$ cat src/rtl/scope_pkg.sv
`default_nettype none
// scope_pkg: shared widths, colours and state encoding for the scope column writer.
// Revision: 1.0
package scope_pkg;

  localparam int X_W      = 10;
  localparam int Y_W      = 9;
  localparam int COL_W    = 12;
  localparam int SAMPLE_W = 8;
  localparam int VOLT_W   = 4;
  localparam int TENTH_W  = 4;

  localparam logic [COL_W-1:0] COL_BG    = 12'h000;
  localparam logic [COL_W-1:0] COL_AXIS  = 12'h0F0;
  localparam logic [COL_W-1:0] COL_TRACE = 12'h010;

  localparam logic [Y_W-1:0] AXIS_TOP = 9'd234;
  localparam logic [Y_W-1:0] AXIS_BOT = 9'd246;

  typedef enum logic [1:0] {
    ST_INIT  = 2'd0,
    ST_IDLE  = 2'd1,
    ST_CLEAR = 2'd2,
    ST_DRAW  = 2'd3
  } state_t;

endpackage
`default_nettype wire

$ cat src/rtl/scope_row_map.sv
`default_nettype none
// scope_row_map: maps a volts/tenths sample to the top row of its 13-row trace band.
// Revision: 1.0
module scope_row_map
  import scope_pkg::*;
#(
  parameter int BAND_H   = 13,
  parameter int BASE_ROW = 256
) (
  input  logic [SAMPLE_W-1:0] sample_data,
  output logic [Y_W-1:0]      top_row
);

  logic [VOLT_W-1:0]  volts;
  logic [VOLT_W-1:0]  v_sat;
  logic [TENTH_W-1:0] tenths;
  logic [1:0]         sub;
  logic [4:0]         band;
  logic [15:0]        offset;
  logic [15:0]        row_full;

  always_comb begin
    volts  = sample_data[7:4];
    tenths = sample_data[3:0];
    v_sat  = (volts > 4'd5) ? 4'd5 : volts;
    // Out-of-range tenths (10..15) fall into the upper sub-band.
    if (tenths <= 4'd3) begin
      sub = 2'd0;
    end else if (tenths <= 4'd6) begin
      sub = 2'd1;
    end else begin
      sub = 2'd2;
    end
    band     = ({1'b0, v_sat} * 5'd3) + {3'b000, sub};
    offset   = 16'(BAND_H) * {11'd0, band};
    row_full = 16'(BASE_ROW) - offset;
    top_row  = row_full[Y_W-1:0];
  end

endmodule
`default_nettype wire

$ cat src/rtl/scope_column_writer.sv
`default_nettype none
// scope_column_writer: redraws one frame-buffer column per vertical blank from a queued sample.
// Revision: 1.0
module scope_column_writer
  import scope_pkg::*;
#(
  parameter int H_PIX    = 640,
  parameter int V_PIX    = 480,
  parameter int BAND_H   = 13,
  parameter int BASE_ROW = 256
) (
  input  logic                clk,
  input  logic                rst,
  input  logic [SAMPLE_W-1:0] sample_data,
  input  logic                sample_valid,
  output logic                sample_ready,
  input  logic [1:0]          mode,
  input  logic                vblank_start,
  output logic                busy,
  output logic                fb_we,
  output logic [X_W-1:0]      fb_x,
  output logic [Y_W-1:0]      fb_y,
  output logic [COL_W-1:0]    fb_wdata
);

  localparam logic [X_W-1:0] X_LAST    = X_W'(H_PIX - 1);
  localparam logic [Y_W-1:0] Y_LAST    = Y_W'(V_PIX - 1);
  localparam logic [Y_W-1:0] BAND_LAST = Y_W'(BAND_H - 1);

  state_t              state, state_n;
  logic [X_W-1:0]      col_ptr, col_ptr_n;
  logic [X_W-1:0]      init_x, init_x_n;
  logic [Y_W-1:0]      row, row_n;
  logic                init_go, init_go_n;
  logic [SAMPLE_W-1:0] hold_data, hold_data_n;
  logic                hold_full, hold_full_n;
  logic                draw_en, draw_en_n;
  logic                done;
  logic                ready_n;
  logic                we_n;
  logic [X_W-1:0]      x_n;
  logic [Y_W-1:0]      y_n;
  logic [COL_W-1:0]    wdata_n;
  logic [Y_W-1:0]      top_row;

  scope_row_map #(
    .BAND_H   (BAND_H),
    .BASE_ROW (BASE_ROW)
  ) u_row_map (
    .sample_data (hold_data),
    .top_row     (top_row)
  );

  assign busy = (state != ST_IDLE);

  always_ff @(posedge clk) begin
    if (rst) begin
      state        <= ST_INIT;
      col_ptr      <= '0;
      init_x       <= '0;
      row          <= '0;
      init_go      <= 1'b0;
      hold_data    <= '0;
      hold_full    <= 1'b0;
      draw_en      <= 1'b0;
      sample_ready <= 1'b0;
      fb_we        <= 1'b0;
      fb_x         <= '0;
      fb_y         <= '0;
      fb_wdata     <= '0;
    end else begin
      state        <= state_n;
      col_ptr      <= col_ptr_n;
      init_x       <= init_x_n;
      row          <= row_n;
      init_go      <= init_go_n;
      hold_data    <= hold_data_n;
      hold_full    <= hold_full_n;
      draw_en      <= draw_en_n;
      sample_ready <= ready_n;
      fb_we        <= we_n;
      fb_x         <= x_n;
      fb_y         <= y_n;
      fb_wdata     <= wdata_n;
    end
  end

  always_comb begin
    state_n     = state;
    col_ptr_n   = col_ptr;
    init_x_n    = init_x;
    row_n       = row;
    init_go_n   = init_go;
    hold_data_n = hold_data;
    hold_full_n = hold_full;
    draw_en_n   = draw_en;
    done        = 1'b0;

    // Counters always name the pixel presented on fb_* while in that state.
    unique case (state)
      ST_INIT: begin
        if (!init_go) begin
          init_go_n = 1'b1;
        end else if (row == Y_LAST) begin
          row_n = '0;
          if (init_x == X_LAST) begin
            init_x_n = '0;
            state_n  = ST_IDLE;
          end else begin
            init_x_n = init_x + 1'b1;
          end
        end else begin
          row_n = row + 1'b1;
        end
      end
      ST_IDLE: begin
        if (vblank_start && hold_full) begin
          state_n   = ST_CLEAR;
          row_n     = '0;
          draw_en_n = (mode == 2'd0) || (mode == 2'd2);
        end
      end
      ST_CLEAR: begin
        if (row == Y_LAST) begin
          row_n = '0;
          if (draw_en) begin
            state_n = ST_DRAW;
          end else begin
            done = 1'b1;
          end
        end else begin
          row_n = row + 1'b1;
        end
      end
      ST_DRAW: begin
        if (row == BAND_LAST) begin
          done = 1'b1;
        end else begin
          row_n = row + 1'b1;
        end
      end
      default: state_n = ST_INIT;
    endcase

    if (done) begin
      state_n     = ST_IDLE;
      row_n       = '0;
      hold_full_n = 1'b0;
      col_ptr_n   = (col_ptr == X_LAST) ? '0 : col_ptr + 1'b1;
    end

    if (sample_valid && sample_ready) begin
      hold_full_n = 1'b1;
      hold_data_n = sample_data;
    end

    ready_n = (state_n != ST_INIT) && !hold_full_n;
  end

  always_comb begin
    we_n    = 1'b0;
    x_n     = '0;
    y_n     = '0;
    wdata_n = COL_BG;
    unique case (state_n)
      ST_INIT: begin
        if (init_go_n) begin
          we_n = 1'b1;
          x_n  = init_x_n;
          y_n  = row_n;
        end
      end
      ST_CLEAR: begin
        we_n    = 1'b1;
        x_n     = col_ptr_n;
        y_n     = row_n;
        wdata_n = ((row_n >= AXIS_TOP) && (row_n <= AXIS_BOT)) ? COL_AXIS : COL_BG;
      end
      ST_DRAW: begin
        we_n    = 1'b1;
        x_n     = col_ptr_n;
        y_n     = top_row + row_n;
        wdata_n = COL_TRACE;
      end
      default: begin
        we_n = 1'b0;
      end
    endcase
  end

endmodule
`default_nettype wire

$ cat config.mk
export PLATFORM = sky130hd
export DESIGN_NAME = scope_column_writer
export DESIGN_NICKNAME = d
export VERILOG_FILES = /design/src/rtl/scope_pkg.sv /design/src/rtl/scope_row_map.sv /design/src/rtl/scope_column_writer.sv
export SDC_FILE = /design/constraint.sdc
export NUM_CORES = 1
export LEC_CHECK = 0
export ABC_AREA = 1
export CORE_ASPECT_RATIO = 0.5
export CORE_MARGIN = 2
export CORE_UTILIZATION = 55
export CTS_BUF_LIST = sky130_fd_sc_hd__clkbuf_4 sky130_fd_sc_hd__clkbuf_8 sky130_fd_sc_hd__clkbuf_16
export DETAILED_ROUTE_END_ITERATION = 7
export MAX_ROUTING_LAYER = met4
export PLACE_DENSITY = 0.78
export SLEW_MARGIN = 40
export SYNTH_ARGS = -nofsm -noshare
export SYNTH_HDL_FRONTEND = slang
export SYNTH_SLANG_ARGS = --single-unit
$ cat constraint.sdc
create_clock -name clk -period 9.7 [get_ports clk]
set_clock_uncertainty 0.05 [all_clocks]
set_input_delay 1.94 -clock clk [delete_from_list [all_inputs] [get_ports clk]]
set_output_delay 1.94 -clock clk [all_outputs]
set_load 0.05 [all_outputs]
==> flow_summary.toml, run 1 <==
[run_status]
status = "finished, final reports clean"

[timing]
tns_ps = 0
final.period_utilization = 0.588
setup-violations-final = 0
maxSlewHeadroom = 0.661
worst_slew_pin_slew_ps = 507
rsz0062_at_grt = "no"
fmax_ghz = 0.175
hold_violations = 0
maxSlewViolCount = 0
fin_crit_ps = 5700

[final_layout]
antenna_cells = 0
nets = 690
final_util = 0.677
drive_above_1_share = 0.120
area_growth_pct = 17.5

[setup_path]
worstPathArrival_ps = 5920
reg2reg_depth = 29
rrSetupSlack_ps = 4740
start_kind = "primary input"
worstPathRequired_ps = 9920
crit_fanout = 8
critPathKind = "primary input to flip-flop"
end_kind = "flip-flop"
reg2reg_from = "hold_data[7]$_SDFFE_PP0P_"
r2r_end = "fb_y[8]$_SDFF_PP0_"

[placed_design]
io_buffers = 38
dp_hpwl_microns = 7040
place.gp.congestion = 0.940

[yosys]
synth.cell_area_sq_um = 4280
synth_top_cell_area_share = 0.304
ys_types = 43
avgSynthCellArea_sq_um = 7.17
syn-instance-count = 597
ys_seq_area_frac = 0.304
synth_edf_count = 0
ys_top_cells_by_area = "dfxtp_1 (30%), nand2_1 (11%), ha_1 (8.2%), inv_1 (7.6%), nor2_1 (6.1%)"
synth_flop_cell = "dfxtp_1"
yosysWarnings = 0
async_flop_share = 0
synth_seq_cells = 65
synth_top_area_cell = "dfxtp_1"

[global_routing]
grt_max_degree = 43
gr-total-overflow = 0
grt_pass1_wl_microns = 15900
grt.total_usage = 0.249
antenna_found_initial = 0
grt_pass1_vias = 3459

[routing]
wirelength_microns = 9560
ant_nets = 0
vias_per_cell = 5.13
drt-initial-drc-count = 190
route.detailed.drc = 0
dr.pass1.iters = 5
wl_per_cell_microns = 13.0
dr_total_vias = 3784

[pwr]
irDropWorstVdd_v = 0.0000945
p_leak_uw = 0.00233
p_per_area_nw_per_um2 = 139

[clock_tree]
hold_buffers = 0
clk_pin_slew_ps = 50
cts_buffer_depth = 2
cts.sinks = 65
cts_resized = 0
clock_latency_ps = 340
cts_setup_buffers = 0
cts_tree = "yes"
root_buffer = "clkbuf_16"
cts_max_level = 3
cts_buffers = 9

[floorplanning]
die_h_microns = 66.4
num_rows = 22
die_area_sq_um = 8540
start_util = 0.576
core_area_sq_um = 7430
die_x_microns = 129
ios = 48

[run]
maxCapViolCount = 0

[hold_path]
hold_path_class = "flip-flop to flip-flop"
worstHoldStart = "hold_data[6]$_SDFFE_PP0P_"
worstHoldEndpoint = "hold_data[6]$_SDFFE_PP0P_"
whs_path_depth = 2
## stage by stage
step,power [uW],worst slack (ps),area (sq um),hold slack [ps],std cells
global route,726,3710,5030,446,737
detailed placement,356,3710,4710,413,722
floorplan,337,4630,4300,389,604
CTS,705,4030,5030,420,737
finish,700,4000,5030,422,737
global placement,353,3790,4710,415,722
## area by class of cell
cell class	instances	area, sq um
clock buffer	12	254
clock inverter	3	65.1
sequential	65	1300
timing repair buffer	39	388
multi-input combinational	417	2500
fill	611	2400
inverter	105	397
tap	96	120
## logic make-up after synthesis
kind of cell | after synthesis | share of synthesized area
AO/OA/AOI/OAI | 72 | 0.0930
adder cells (fa/ha/maj) | 39 | 0.133
other | 1 | 0.000877
AND/OR/NAND/NOR | 288 | 0.331
XOR/XNOR | 10 | 0.0205
flip-flops | 65 | 0.304
buffers and inverters | 122 | 0.117
## power by group
group / internal, uW / leakage [uW] / total, uW / switching, uW
Clock: 236 / 0.000159 / 348 / 113
Sequential: 271 / 0.000526 / 274 / 3.09
Combinational: 28.1 / 0.00164 / 77.9 / 49.8
Total: 534 / 0.00233 / 700 / 166
## routing by layer
metal  up-vias  track usage  wire [microns]  share of wire
met1      1747        0.311            4510           0.47
met2        85        0.401            4450           0.46
met4         0       0.0557              91         0.0095
met5         -            -               0              0
li1       1945            -               -              -
met3         7       0.0752             518          0.054
## worst max-delay path: stages
cell and delay (ps):
clkdlybuf4s50_1 460, nand2_1 90, nand3_1 250, nand2_1 110
nand2_1 70, nand3_1 130, nand2_1 150, inv_1 80
ha_1 280, inv_1 40, ha_1 290, fa_1 540
inv_1 70, fa_1 470, inv_1 100, nor3_1 50
nor2_1 120, inv_1 50, nand2_1 50, nand2_1 80
inv_1 60, nand3_1 90, nand2_1 90, nand2_1 50
nand2_1 50, nand2_1 60, a21oi_2 100
## synth_stat cells, types with 2 or more instances
cell type	number
nand2_1	124
inv_1	87
nor2_1	70
dfxtp_1	65
nand3_1	40
a21oi_1	30
ha_1	28
o21ai_0	25
inv_2	17
fa_1	11
nand2_2	11
buf_4	10
nand4_1	6
nor3_1	6
o21ai_1	6
xor2_1	6
clkbuf_1	5
nand2_4	4
nor2_2	4
nor2_4	4
xnor2_1	4
nor2_8	3
nor3_2	3
or2_2	3
a21oi_2	2
and3_1	2
nand4_4	2
o211ai_1	2
o21ai_2	2
o22ai_1	2
## placed cells by master (no fill, tap or decap), types with 3 or more instances in the layout
cell type        count
nand2_1            124
inv_1               87
nor2_1              70
dfxtp_1             65
nand3_1             40
clkdlybuf4s50_1     38
a21oi_1             30
ha_1                28
o21ai_0             25
inv_2               17
nand2_2             11
fa_1                11
clkbuf_16            9
conb_1               8
xor2_1               6
nand4_1              6
o21ai_1              6
nor3_1               6
nor2_2               4
nand2_4              4
nor2_4               4
xnor2_1              4
nor2_8               3
or2_2                3
nor3_2               3
## registers in the layout, indices dropped and copies added, names as in the netlist
signal,cells
fb_we,1
sample_ready,1
fb_y,9
init_go,1
state,2
hold_full,1
draw_en,1
row,9
fb_wdata,2
fb_x,10
col_ptr,10
hold_data,8
init_x,10
## worst max-delay path by stage
stage,depth (start not counted),slack [ps],to,from
floorplan,25,4630,fb_y[8]$_SDFF_PP0_,vblank_start
global placement,27,3790,fb_y[8]$_SDFF_PP0_,vblank_start
detailed placement,26,3710,fb_y[8]$_SDFF_PP0_,vblank_start
CTS,27,4030,fb_y[8]$_SDFF_PP0_,vblank_start
global route,27,3710,fb_y[8]$_SDFF_PP0_,vblank_start
finish,27,4000,fb_y[8]$_SDFF_PP0_,vblank_start
No activity file was read; power rests on OpenSTA's default activity.
==> run 2: changes to the inputs <==
==> constraint.sdc (replaced) <==
create_clock -name clk -period 5.85 [get_ports clk]
set_clock_uncertainty 0.05 [all_clocks]
set_input_delay 1.17 -clock clk [delete_from_list [all_inputs] [get_ports clk]]
set_output_delay 1.17 -clock clk [all_outputs]
set_load 0.05 [all_outputs]
==> flow_summary.toml, run 2 (synthesized netlist as in run 1, its figures left out) <==
[routing]
drt-initial-drc-count = 184
dr_total_vias = 3789
route.detailed.drc = 0
vias_per_cell = 5.14
wl_per_cell_microns = 12.9
wirelength_microns = 9510
dr.pass1.iters = 4
ant_nets = 0

[global_routing]
grt_util_met3 = 0.0534
grt_pass1_wl_microns = 15700
busiest_layer = "met2"
antenna_found_initial = 0
gr-total-overflow = 0
grt.met1_usage = 0.307
grtUsageMet2 = 0.392
grt_pass1_vias = 3498
grt_max_degree = 43
grt.total_usage = 0.243

[setup_path]
end_kind = "flip-flop"
start_kind = "flip-flop"
crit_fanout = 4
critPathKind = "flip-flop to flip-flop"
crit_slowest_cell = "fa_1"
worstPathRequired_ps = 6000
worstPathArrival_ps = 5120
critPathMaxStageDelay_ps = 540
worst_path_most_repeated_cell = "nand2_1"

[placed_design]
place.gp.congestion = 0.928
dp_hpwl_microns = 6960
placed_cell_area_sq_um = 4710
io_buffers = 38
dp_worst_setup_slack_ps = 718

[timing]
fmax_ghz = 0.201
maxSlewViolCount = 0
setup-violations-final = 0
rsz0062_at_grt = "no"
final.period_utilization = 0.850
maxSlewHeadroom = 0.667
hold_violations = 0
fin_crit_ps = 4970
worst_slew_pin_slew_ps = 498
setup_ws_ps = 880
tns_ps = 0

[clock_tree]
clk_pin_slew_ps = 50
cts_setup_buffers = 0
hold_buffers = 0
cts_tree = "yes"
root_buffer = "clkbuf_16"
cts_resized = 0
cts_buffers = 9
cts_max_level = 3
cts.sinks = 65
cts_buffer_depth = 2
clock_latency_ps = 330

[final_layout]
mostFrequentLayoutCells = "nand2_1 (124), inv_1 (87), nor2_1 (70)"
final_util = 0.678
design_area_sq_um = 5040
final_common_cell = "nand2_1"
drive_above_1_share = 0.120
reg.largest.list = "col_ptr x10, fb_x x10, init_x x10"
antenna_cells = 0
fillCellCount = 629
seqCellArea_sq_um = 1300
nets = 690
area_growth_pct = 17.8
multi_input_area_sq_um = 2500

[floorplanning]
num_rows = 22
die_area_sq_um = 8540
die_h_microns = 66.4
start_util = 0.576
ios = 48
core_area_sq_um = 7430
die_x_microns = 129

[run_status]
status = "finished, final reports clean"

[pwr]
p_per_area_nw_per_um2 = 232
total_power_uw = 1170
irDropWorstVdd_v = 0.000191
p_leak_uw = 0.00232

[hold_path]
hold_path_class = "flip-flop to flip-flop"

[run]
maxCapViolCount = 0
## run 2: layout make-up
class / instances / area share
clock buffer: 11 / 0.0502
timing repair buffer: 39 / 0.0770
sequential: 65 / 0.258
multi-input combinational: 417 / 0.497
inverter: 105 / 0.0787
clock inverter: 4 / 0.0151
tap: 96 / 0.0238
## run 2: report_power, final
part,switching [uW],internal [uW],total [uW]
Clock,192,394,586
Combinational,82.5,46.5,129
Sequential,5.26,449,454
## run 2: final timing paths
kind | from | endpoint | slack (ps) | cells after the start
setup / recovery | hold_data[7]$_SDFFE_PP0P_ | fb_y[8]$_SDFF_PP0_ | 880 | 28
hold / removal | hold_data[6]$_SDFFE_PP0P_ | hold_data[6]$_SDFFE_PP0P_ | 430 | 2
hold reg to reg | hold_data[6]$_SDFFE_PP0P_ | hold_data[6]$_SDFFE_PP0P_ | 430 | 2
setup reg to reg | hold_data[7]$_SDFFE_PP0P_ | fb_y[8]$_SDFF_PP0_ | 880 | 28
## run 2: metrics by stage
step	hold WS (ps)	cells
after floorplan	389	604
after global placement	419	722
after detailed placement	420	722
after CTS	428	737
after global routing	473	737
final	425	737
## run 2: metal layers
layer  up-vias  routed length (microns)
met5         -                        0
met1      1761                     4620
li1       1939                        -
met4         0                       94
met2        77                     4420
met3        12                      382
## run 2: worst max-delay path, delay by kind of cell (launching register included)
family / cells / cell delay (ps)
xor+xnor: 1 / 290
compound gates: 2 / 150
simple gates: 14 / 1200
flops: 1 / 320
fa+ha+maj: 7 / 2550
buf+inv: 4 / 250
